--- src/rtl/apb_gpio_arbiter_pkg.sv ---
// apb_gpio_arb_pkg: shared FSM states, GPIO register map and timeout counter width for the APB GPIO arbiter
package apb_gpio_arb_pkg;
    typedef enum logic [1:0] {IDLE, SETUP, ACCESS} arb_state_e;
    localparam int TO_W = 8;
    localparam logic [11:0] GPIO_PADFUN0   = 12'h000;
    localparam logic [11:0] GPIO_PADFUN1   = 12'h004;
    localparam logic [11:0] GPIO_PADDIR    = 12'h008;
    localparam logic [11:0] GPIO_PADIN     = 12'h00C;
    localparam logic [11:0] GPIO_PADOUT    = 12'h010;
    localparam logic [11:0] GPIO_INTEN     = 12'h014;
    localparam logic [11:0] GPIO_INTTYPE0  = 12'h018;
    localparam logic [11:0] GPIO_INTTYPE1  = 12'h01C;
    localparam logic [11:0] GPIO_INTSTATUS = 12'h020;
endpackage

--- src/rtl/apb_gpio_arbiter_if.sv ---
// apb_gpio_arbiter_if: APB bus between the arbiter (master) and the GPIO slave
interface apb_gpio_arbiter_if #(parameter int APB_ADDR_WIDTH = 12);
    logic [APB_ADDR_WIDTH-1:0] PADDR;
    logic [31:0] PWDATA;
    logic [31:0] PRDATA;
    logic PWRITE;
    logic PSEL;
    logic PENABLE;
    logic PREADY;
    logic PSLVERR;
    modport master (output PADDR, PWDATA, PWRITE, PSEL, PENABLE, input PRDATA, PREADY, PSLVERR);
    modport slave (input PADDR, PWDATA, PWRITE, PSEL, PENABLE, output PRDATA, PREADY, PSLVERR);
endinterface

--- src/rtl/apb_gpio_arbiter_rr_arb.sv ---
// apb_gpio_rr_arb: combinational round-robin pick, first valid requester after ptr with wrap-around
module apb_gpio_rr_arb #(
    parameter int NUM_REQ = 2,
    parameter int IW = $clog2(NUM_REQ)
) (
    input  logic [NUM_REQ-1:0] req_valid,
    input  logic [IW-1:0]      ptr,
    output logic [NUM_REQ-1:0] grant,
    output logic [IW-1:0]      idx,
    output logic               any
);
    logic [IW-1:0] j;
    // Scan from farthest to nearest so the nearest valid index after ptr wins
    always_comb begin
        grant = '0;
        idx = '0;
        j = '0;
        any = |req_valid;
        for (int k = NUM_REQ; k >= 1; k--) begin
            j = IW'((int'(ptr) + k) % NUM_REQ);
            idx = req_valid[j] ? j : idx;
        end
        grant[idx] = any;
    end
endmodule

--- src/rtl/apb_gpio_arbiter.sv ---
// apb_gpio_arbiter: round-robin APB master sharing one GPIO slave; APB_GPIO_ARB_TIMEOUT_EN adds an ACCESS timeout
module apb_gpio_arbiter
    import apb_gpio_arb_pkg::*;
#(
    parameter int NUM_REQ = 2,
    parameter int APB_ADDR_WIDTH = 12,
    parameter int TIMEOUT_CYCLES = 255
) (
    input  logic                          HCLK,
    input  logic                          HRESETn,
    input  logic [NUM_REQ-1:0]            req_valid,
    output logic [NUM_REQ-1:0]            req_ready,
    input  logic [NUM_REQ-1:0]            req_write,
    input  logic [NUM_REQ*APB_ADDR_WIDTH-1:0] req_addr,
    input  logic [NUM_REQ*32-1:0]         req_wdata,
    output logic [NUM_REQ-1:0]            rsp_valid,
    output logic [31:0]                   rsp_rdata,
    output logic                          rsp_err,
    apb_gpio_arbiter_if.master            apb
);
    localparam int IW = $clog2(NUM_REQ);

    if (NUM_REQ < 2 || NUM_REQ > 8) $error("NUM_REQ must be 2..8");
    if (TIMEOUT_CYCLES < 1 || TIMEOUT_CYCLES > 255) $error("TIMEOUT_CYCLES must be 1..255");

    arb_state_e state, state_nxt;
    logic [IW-1:0] ptr, win_idx;
    logic [NUM_REQ-1:0] grant;
    logic any_req, done, abort;
    logic [APB_ADDR_WIDTH-1:0] addr_q;
    logic [31:0] wdata_q;
    logic write_q;

    apb_gpio_rr_arb #(.NUM_REQ(NUM_REQ), .IW(IW)) u_rr_arb (
        .req_valid (req_valid),
        .ptr       (ptr),
        .grant     (grant),
        .idx       (win_idx),
        .any       (any_req)
    );

    assign done = state == ACCESS && apb.PREADY;

`ifdef APB_GPIO_ARB_TIMEOUT_EN
    logic [TO_W-1:0] to_cnt;
    // Count stalled ACCESS cycles; cleared while in SETUP so every transfer starts from zero
    always_ff @(posedge HCLK or negedge HRESETn) begin
        if (!HRESETn) to_cnt <= '0;
        else if (state == SETUP) to_cnt <= '0;
        else if (state == ACCESS && !apb.PREADY) to_cnt <= to_cnt + 1'b1;
    end
    assign abort = state == ACCESS && !apb.PREADY && to_cnt == TO_W'(TIMEOUT_CYCLES - 1);
`else
    assign abort = 1'b0;
`endif

    // State register; PSEL/PENABLE decode from it, so they drop the moment reset asserts
    always_ff @(posedge HCLK or negedge HRESETn) begin
        if (!HRESETn) state <= IDLE;
        else state <= state_nxt;
    end

    // Next state and the combinational acceptance pulse
    always_comb begin
        state_nxt = state == IDLE ? (any_req ? SETUP : IDLE) :
                    state == SETUP ? ACCESS :
                    (done || abort) ? IDLE : ACCESS;
        req_ready = state == IDLE ? grant : '0;
    end

    // Latch the winning request; ptr doubles as the owner of the transfer in flight
    always_ff @(posedge HCLK or negedge HRESETn) begin
        if (!HRESETn) begin
            ptr <= IW'(NUM_REQ - 1);
            addr_q <= '0;
            wdata_q <= '0;
            write_q <= 1'b0;
        end else if (state == IDLE && any_req) begin
            ptr <= win_idx;
            addr_q <= req_addr[win_idx*APB_ADDR_WIDTH +: APB_ADDR_WIDTH];
            wdata_q <= req_wdata[win_idx*32 +: 32];
            write_q <= req_write[win_idx];
        end
    end

    // Register the response; rdata is zero for writes and timeouts, data/err hold until the next completion
    always_ff @(posedge HCLK or negedge HRESETn) begin
        if (!HRESETn) begin
            rsp_valid <= '0;
            rsp_rdata <= '0;
            rsp_err <= 1'b0;
        end else begin
            rsp_valid <= (done || abort) ? NUM_REQ'(1) << ptr : '0;
            rsp_rdata <= (done || abort) ? ((done && !write_q) ? apb.PRDATA : '0) : rsp_rdata;
            rsp_err <= (done || abort) ? (abort || apb.PSLVERR) : rsp_err;
        end
    end

    assign apb.PSEL = state != IDLE;
    assign apb.PENABLE = state == ACCESS;
    assign apb.PADDR = addr_q;
    assign apb.PWDATA = wdata_q;
    assign apb.PWRITE = write_q;
endmodule
--- src/flat_wrapper.sv ---
// flat-port wrapper written by rule: the top's interface ports become plain ports
module apb_gpio_arbiter_flat import apb_gpio_arb_pkg::*;
#(
    parameter int NUM_REQ = 2,
    parameter int APB_ADDR_WIDTH = 12,
    parameter int TIMEOUT_CYCLES = 255
)
  (HCLK, HRESETn, req_valid, req_ready, req_write, req_addr, req_wdata, rsp_valid, rsp_rdata, rsp_err, apb_PADDR, apb_PWDATA, apb_PWRITE, apb_PSEL, apb_PENABLE, apb_PRDATA, apb_PREADY, apb_PSLVERR);
  apb_gpio_arbiter_if #(.APB_ADDR_WIDTH(APB_ADDR_WIDTH)) apb_i ();
  input  logic HCLK;
  input  logic HRESETn;
  input  logic [NUM_REQ-1:0] req_valid;
  output logic [NUM_REQ-1:0] req_ready;
  input  logic [NUM_REQ-1:0] req_write;
  input  logic [NUM_REQ*APB_ADDR_WIDTH-1:0] req_addr;
  input  logic [NUM_REQ*32-1:0] req_wdata;
  output logic [NUM_REQ-1:0] rsp_valid;
  output logic [31:0] rsp_rdata;
  output logic rsp_err;
  output wire logic [$bits(apb_i.PADDR)-1:0] apb_PADDR;
  output wire logic [$bits(apb_i.PWDATA)-1:0] apb_PWDATA;
  output wire logic [$bits(apb_i.PWRITE)-1:0] apb_PWRITE;
  output wire logic [$bits(apb_i.PSEL)-1:0] apb_PSEL;
  output wire logic [$bits(apb_i.PENABLE)-1:0] apb_PENABLE;
  input wire logic [$bits(apb_i.PRDATA)-1:0] apb_PRDATA;
  input wire logic [$bits(apb_i.PREADY)-1:0] apb_PREADY;
  input wire logic [$bits(apb_i.PSLVERR)-1:0] apb_PSLVERR;
  assign apb_PADDR = apb_i.PADDR;
  assign apb_PWDATA = apb_i.PWDATA;
  assign apb_PWRITE = apb_i.PWRITE;
  assign apb_PSEL = apb_i.PSEL;
  assign apb_PENABLE = apb_i.PENABLE;
  assign apb_i.PRDATA = apb_PRDATA;
  assign apb_i.PREADY = apb_PREADY;
  assign apb_i.PSLVERR = apb_PSLVERR;
  apb_gpio_arbiter #(.NUM_REQ(NUM_REQ), .APB_ADDR_WIDTH(APB_ADDR_WIDTH), .TIMEOUT_CYCLES(TIMEOUT_CYCLES)) u_core (.HCLK(HCLK), .HRESETn(HRESETn), .req_valid(req_valid), .req_ready(req_ready), .req_write(req_write), .req_addr(req_addr), .req_wdata(req_wdata), .rsp_valid(rsp_valid), .rsp_rdata(rsp_rdata), .rsp_err(rsp_err), .apb(apb_i));
endmodule
--- config.mk ---
export PLATFORM = sky130hd
export DESIGN_NAME = apb_gpio_arbiter_flat
export DESIGN_NICKNAME = d
export VERILOG_FILES = /design/src/rtl/apb_gpio_arbiter_pkg.sv /design/src/rtl/apb_gpio_arbiter_if.sv /design/src/rtl/apb_gpio_arbiter_rr_arb.sv /design/src/rtl/apb_gpio_arbiter.sv /design/src/flat_wrapper.sv
export SDC_FILE = /design/constraint.sdc
export NUM_CORES = 1
export LEC_CHECK = 0
export ABC_AREA = 1
export CORE_UTILIZATION = 39
export CTS_CLUSTER_DIAMETER = 30
export DETAILED_ROUTE_END_ITERATION = 12
export PLACE_DENSITY = 0.88
export SLEW_MARGIN = 20
export SYNTH_ARGS = -nofsm -noshare
export SYNTH_HDL_FRONTEND = slang
export SYNTH_SLANG_ARGS = --single-unit
--- constraint.sdc ---
create_clock -name HCLK -period 1.55 [get_ports HCLK]
set_clock_uncertainty 0.2 [all_clocks]
set_input_delay 0.2325 -clock HCLK [delete_from_list [all_inputs] [get_ports HCLK]]
set_output_delay 0.2325 -clock HCLK [all_outputs]
set_load 0.02 [all_outputs]
======== Word-level counts from Yosys, hierarchy flattened ========
Index checks and enable logic that the tools add are counted.
storage, ports and cells
  register bits ........................... 83
  bits in latches ......................... 0
  bits in writable memories ............... 0
  bits in read-only memories .............. 0
  input port bits ......................... 128
  logic and storage cells ................. 46
  memories kept ........................... 0
cells by class
  add/sub/neg operators ................... 2
  $mul .................................... 1
  divide/modulo/power cells ............... 0
  order comparisons ....................... 4
  equality and inequality tests ........... 2
  shift-type cells ........................ 3
  multiplexer cells ....................... 17
  bitwise operators ....................... 1
  reduce and logical (&&, ||, !) cells .... 8
operator list
  kind                 number
  $shiftx 64x7->32     1
  $mux 32              1
  $shiftx 24x6->12     1
  $mux 1               10
  $mux 2               5
  $lt 1x2->1 const B   3
  $logic_and 1x1->1    4
  $mul 1x2->3 const B  1
  $add 1x1->1 const B  2
  $and 2x2->2          1
  $eq 2x1->1 const B   1
  $eq 2x2->1 const B   1
  $logic_not 2->1      1
  $reduce_bool 2->1    1
  $reduce_or 2->1      1
  $shl 1x1->2 const A  1
  $demux 1 s1          1
  $ge 1x1->1 const B   1
  $logic_not 1->1      1

======== Longest topological paths before layout ========
  word-level depth ........................ 11
  depth in mapped cells ................... 7
  mapped depth without buffers ............ 6

======== Hierarchy ========
A second synthesis with hierarchy kept.
unflattened totals
  cells, all modules ...................... 509
  area total of the unflattened synthesis .. 3898.7 um2
modules (own cells, without submodules)
  module            times used  cells an instance  area each (um2)  seq. area each (um2)
  apb_gpio_arbiter  1           502                3868.7           2078.2
  apb_gpio_rr_arb   1           7                  30.0             0.0

======== Worst setup path before layout ========
No wires, ideal clock.
  path kind ............................... register -> output
  start ................................... register u_core.state[0]
  end ..................................... output req_ready[0]
  arrival time ............................ 1303 ps
  path slack .............................. -185 ps
  cell stages (with the launch flop) ...... 7
  buffers on the path ..................... 1
  cell sequence ........................... dfrtp_1 -> inv_2 -> nand2_2 -> nor2_4 -> inv_4 -> buf_4 -> a21oi_1
on the way
  word-level cells in the longest chain between the ends .. 2
ends and longest elaborated chain
  item                      RTL line                source
  start: declaration        apb_gpio_arbiter.sv:26  arb_state_e state, state_nxt;
  start signal: assignment  apb_gpio_arbiter.sv:60  else state <= state_nxt;
  $logic_not 2->1           apb_gpio_arbiter.sv:68  req_ready = state == IDLE ? grant : '0;
  $mux 2                    apb_gpio_arbiter.sv:68
  end: declaration          flat_wrapper.sv:13      output logic [NUM_REQ-1:0] req_ready;
No other way between the ends.

======== Worst setup path in the final report ========
Same ends and word-level chain as after synthesis.

==> reports/results.md <==
## Run status
• **run status** complete, but fails checks
• **violations in the final reports** negative setup slack

## Clocking
• **clock network latency to the later pin of the worst-skew pair** 0.34 ns
• **Num Clock Sinks** 83
• **clock tree from TritonCTS** built
• **clock-pin slew on the worst setup and hold paths** 0.08 ns
• **worst-case clock buffer depth** 2
• **clock root buffer** clkbuf_8
• **cts bufs inserted** 9
• **maximum level of the CTS H-tree** 3

## Drt
• **via count of the routed design** 4,437
• **remaining number of nets flagged by the antenna check after routing** 0
• **number of remaining DRC errors** 0
• **Wirelength per Cell** 16.4 um
• **total iterations of the first detailed-routing run** 5
• **number of vias per cell after detailed routing** 5.07
• **detailed router's first-iteration violation count** 117
• **Detailed Route WL** 14,400 um

## Global route
• **pin count of the biggest net entering global routing** 84
• **vias in the first global route** 4,220
• **global-route wire length before repair** 20,800 um
• **gr ovfl total** 0
• **aggregate global-route resource usage** 26.3%
• **initial antenna violation count** 0

## Setup path
• **reg2reg path depth** 10
• **arrival time at the worst endpoint** 1.45 ns
• **startpoint-to-endpoint class of the critical path** reg -> out
• **Crit path required time** 1.12 ns
• **CP max FO** 2
• **startpoint kind of the worst setup timing path** flop
• **Reg2Reg Capture Point** u_core.apb.PWDATA[26]
• **Crit Reg-Reg Startpoint** u_core.state[0]
• **nature of the critical path endpoint** primary output
• **worst setup slack for register-to-register paths** -0.16 ns

## STA
• **max-slew violation count** 0
• **Period Utilization, post-route** 122%
• **count of endpoints failing hold in the final timing report** 0
• **final critical path time including I/O delays and setup** 1.89 ns
• **slew at the pin closest to its max-slew limit** 0.441 ns
• **RSZ-0062 raised after global routing** true
• **maximum clock frequency** 530 MHz
• **worst setup slack after layout** -0.336 ns
• **final-layout worst hold slack** 0.122 ns
• **Worst slew margin** 70.6%
• **Setup-failing EPs final** 76

## Finish
• **share of final-layout standard cells stronger than drive strength 1** 12.8%
• **synthesis-to-finish area growth** 78.2%
• **antenna fix cells** 0
• **final non-filler cell total** 876
• **Layout Utilization** 71.8%
• **fin nets** 866

## Yosys
• **area share of the leading cell type in the synthesized netlist** 52.1%
• **leading area contributor after synthesis** dfrtp_1
• **register bit total from synthesis** 83
• **Syn Std Cell Area** 3940 um2
• **synthesized area per cell** 7.79 um2
• **yosys warns** 0
• **largest cells by area after synthesis** dfrtp_1 (52%), nand2_1 (26%), nand3_1 (5.8%)
• **cell with the most instances after synthesis** nand2_1
• **Synth Flop Type** dfrtp_1
• **gate count after technology mapping** 506
• **number of enable flip-flop cells after synthesis** 0
• **Cell variety after synth** 19
• **share of the yosys chip area belonging to registers** 52.7%
• **Commonest cells post-synth** nand2_1 (278), dfrtp_1 (82), nand3_1 (46)
• **async set-or-reset flop fraction in the synthesized netlist** 100%
• **number of nets produced by synthesis** 634

## Pwr
• **Pleak** 3.70 nW
• **share of power burned in registers** 27.9%
• **part of the total power dissipated in the clock network** 13.4%
• **share of power burned in combinational logic** 58.6%
• **worst-case vdd ir drop** 0.764 mV
• **net switching share of the total power** 42.2%
• **cell-internal power** 0.00760 W
• **cell area power density** 1870 nW/um2
• **switching power** 0.00555 W

## Die
• **die outline width** 103 um
• **core region area** 9770 um2
• **height of the die** 103 um
• **Initial Util** 40.3%
• **# IOs** 212
• **Die Outline Area** 10,500 um2
• **Rows** 36

## Worst hold path
• **worst hold path depth** 4
• **end point of the most critical hold path** u_core.ptr
• **HP Start** req_valid[1]
• **Hold Path Class** in -> reg

## Placement
• **IO Port Bufs** 211
• **HPWL after detailed placement** 8700 um
• **post-place setup slack** -0.479 ns
• **routability congestion estimate** 0.832
• **post-placement cell count** 830

## Flow run
• **number of max-capacitance violations reported** 0

## kinds of logic after synthesis
family	count (synthesis)	share of synthesized area (%)
simple gates	372	40.2
flops	83	52.7
compound gates	3	0.444
buf+inv	48	6.67
## layout by cell type (no fill, tap or decap), types with 10 or more instances in the layout
master	instances
nand2_1	262
nand2_2	15
nand3_1	46
clkdlybuf4s50_1	125
clkdlybuf4s15_1	17
dlygate4sd2_1	63
buf_6	10
buf_4	14
buf_12	11
nand4_1	32
dfrtp_1	82
## state kept, by name, indices dropped and copies added (netlist names)
name / cells
u_core.apb.PADDR: 12
u_core.apb.PWDATA: 32
u_core.apb.PWRITE: 1
u_core.ptr: 1
u_core.rsp_err: 1
u_core.rsp_rdata: 32
u_core.rsp_valid: 2
u_core.state: 2
## per-stage QoR
step                      area, um2  TNS (ns)  power (W)
final                          7020     -7.61     0.0132
after CTS                      6790     -7.26     0.0126
after global placement         6220    -14.62    0.00995
after global routing           7020    -13.21     0.0139
after floorplan                3960         0    0.00709
after detailed placement       6220    -19.09     0.0101
## per-layer routing
| metal | vias up | part of all wire (%) | track usage, % |
|---|---|---|---|
| met5 | - | 0 | 0 |
| met4 | 0 | 2.4 | 10.3 |
| met3 | 29 | 7.1 | 5.15 |
| met2 | 202 | 50 | 46.4 |
| met1 | 2119 | 40 | 31.5 |
| li1 | 2087 | - | - |
## power groups by stage
| stage | clock network [W] | registers (W) | logic [W] |
|---|---|---|---|
| floorplan | 0 | 0.00478 | 0.00230 |
| global placement | 0 | 0.00364 | 0.00631 |
| detailed placement | 0 | 0.00369 | 0.00646 |
| CTS | 0.00178 | 0.00364 | 0.00716 |
| global route | 0.00189 | 0.00378 | 0.00825 |
| finish | 0.00177 | 0.00368 | 0.00771 |
## worst max-delay path: stages (launching register included)
cell and delay (ns):
dfrtp_1 0.40, inv_2 0.08, nand2_4 0.05, buf_6 0.11
nor2_4 0.13, inv_4 0.06, a21oi_4 0.13, buf_6 0.14
## cell type report
type                       instances  area (um2)
sequential                        83        2080
tap                              133         166
clock inverter                     7        98.8
clock buffer                       9         124
inverter                          12        47.5
timing repair buffer             257        2820
fill                             756        2750
multi-input combinational        375        1690
## worst max path at each step
| stage | start | to | depth (start not counted) |
|---|---|---|---|
| after global placement | req_valid[0] | req_ready[1] | 5 |
| after CTS | u_core.state[0] | req_ready[0] | 7 |
| final | u_core.state[0] | req_ready[0] | 7 |
| after floorplan | u_core.ptr | req_ready[0] | 4 |
| after global routing | u_core.state[0] | req_ready[0] | 7 |
| after detailed placement | req_valid[0] | req_ready[1] | 5 |
## timing repair
| item | CTS | global route |
|---|---|---|
| setup buffers | 11 | 9 |
| gates cloned | 9 | 6 |
| gates resized for setup | 124 | 36 |
| setup endpoints to repair | 164 | 76 |
| hold buffers | 1 | 0 |
| pin swaps | 3 | 5 |
| endpoints found under the hold margin | 82 | 0 |
Note: power is estimated with default switching activity, not from simulation.
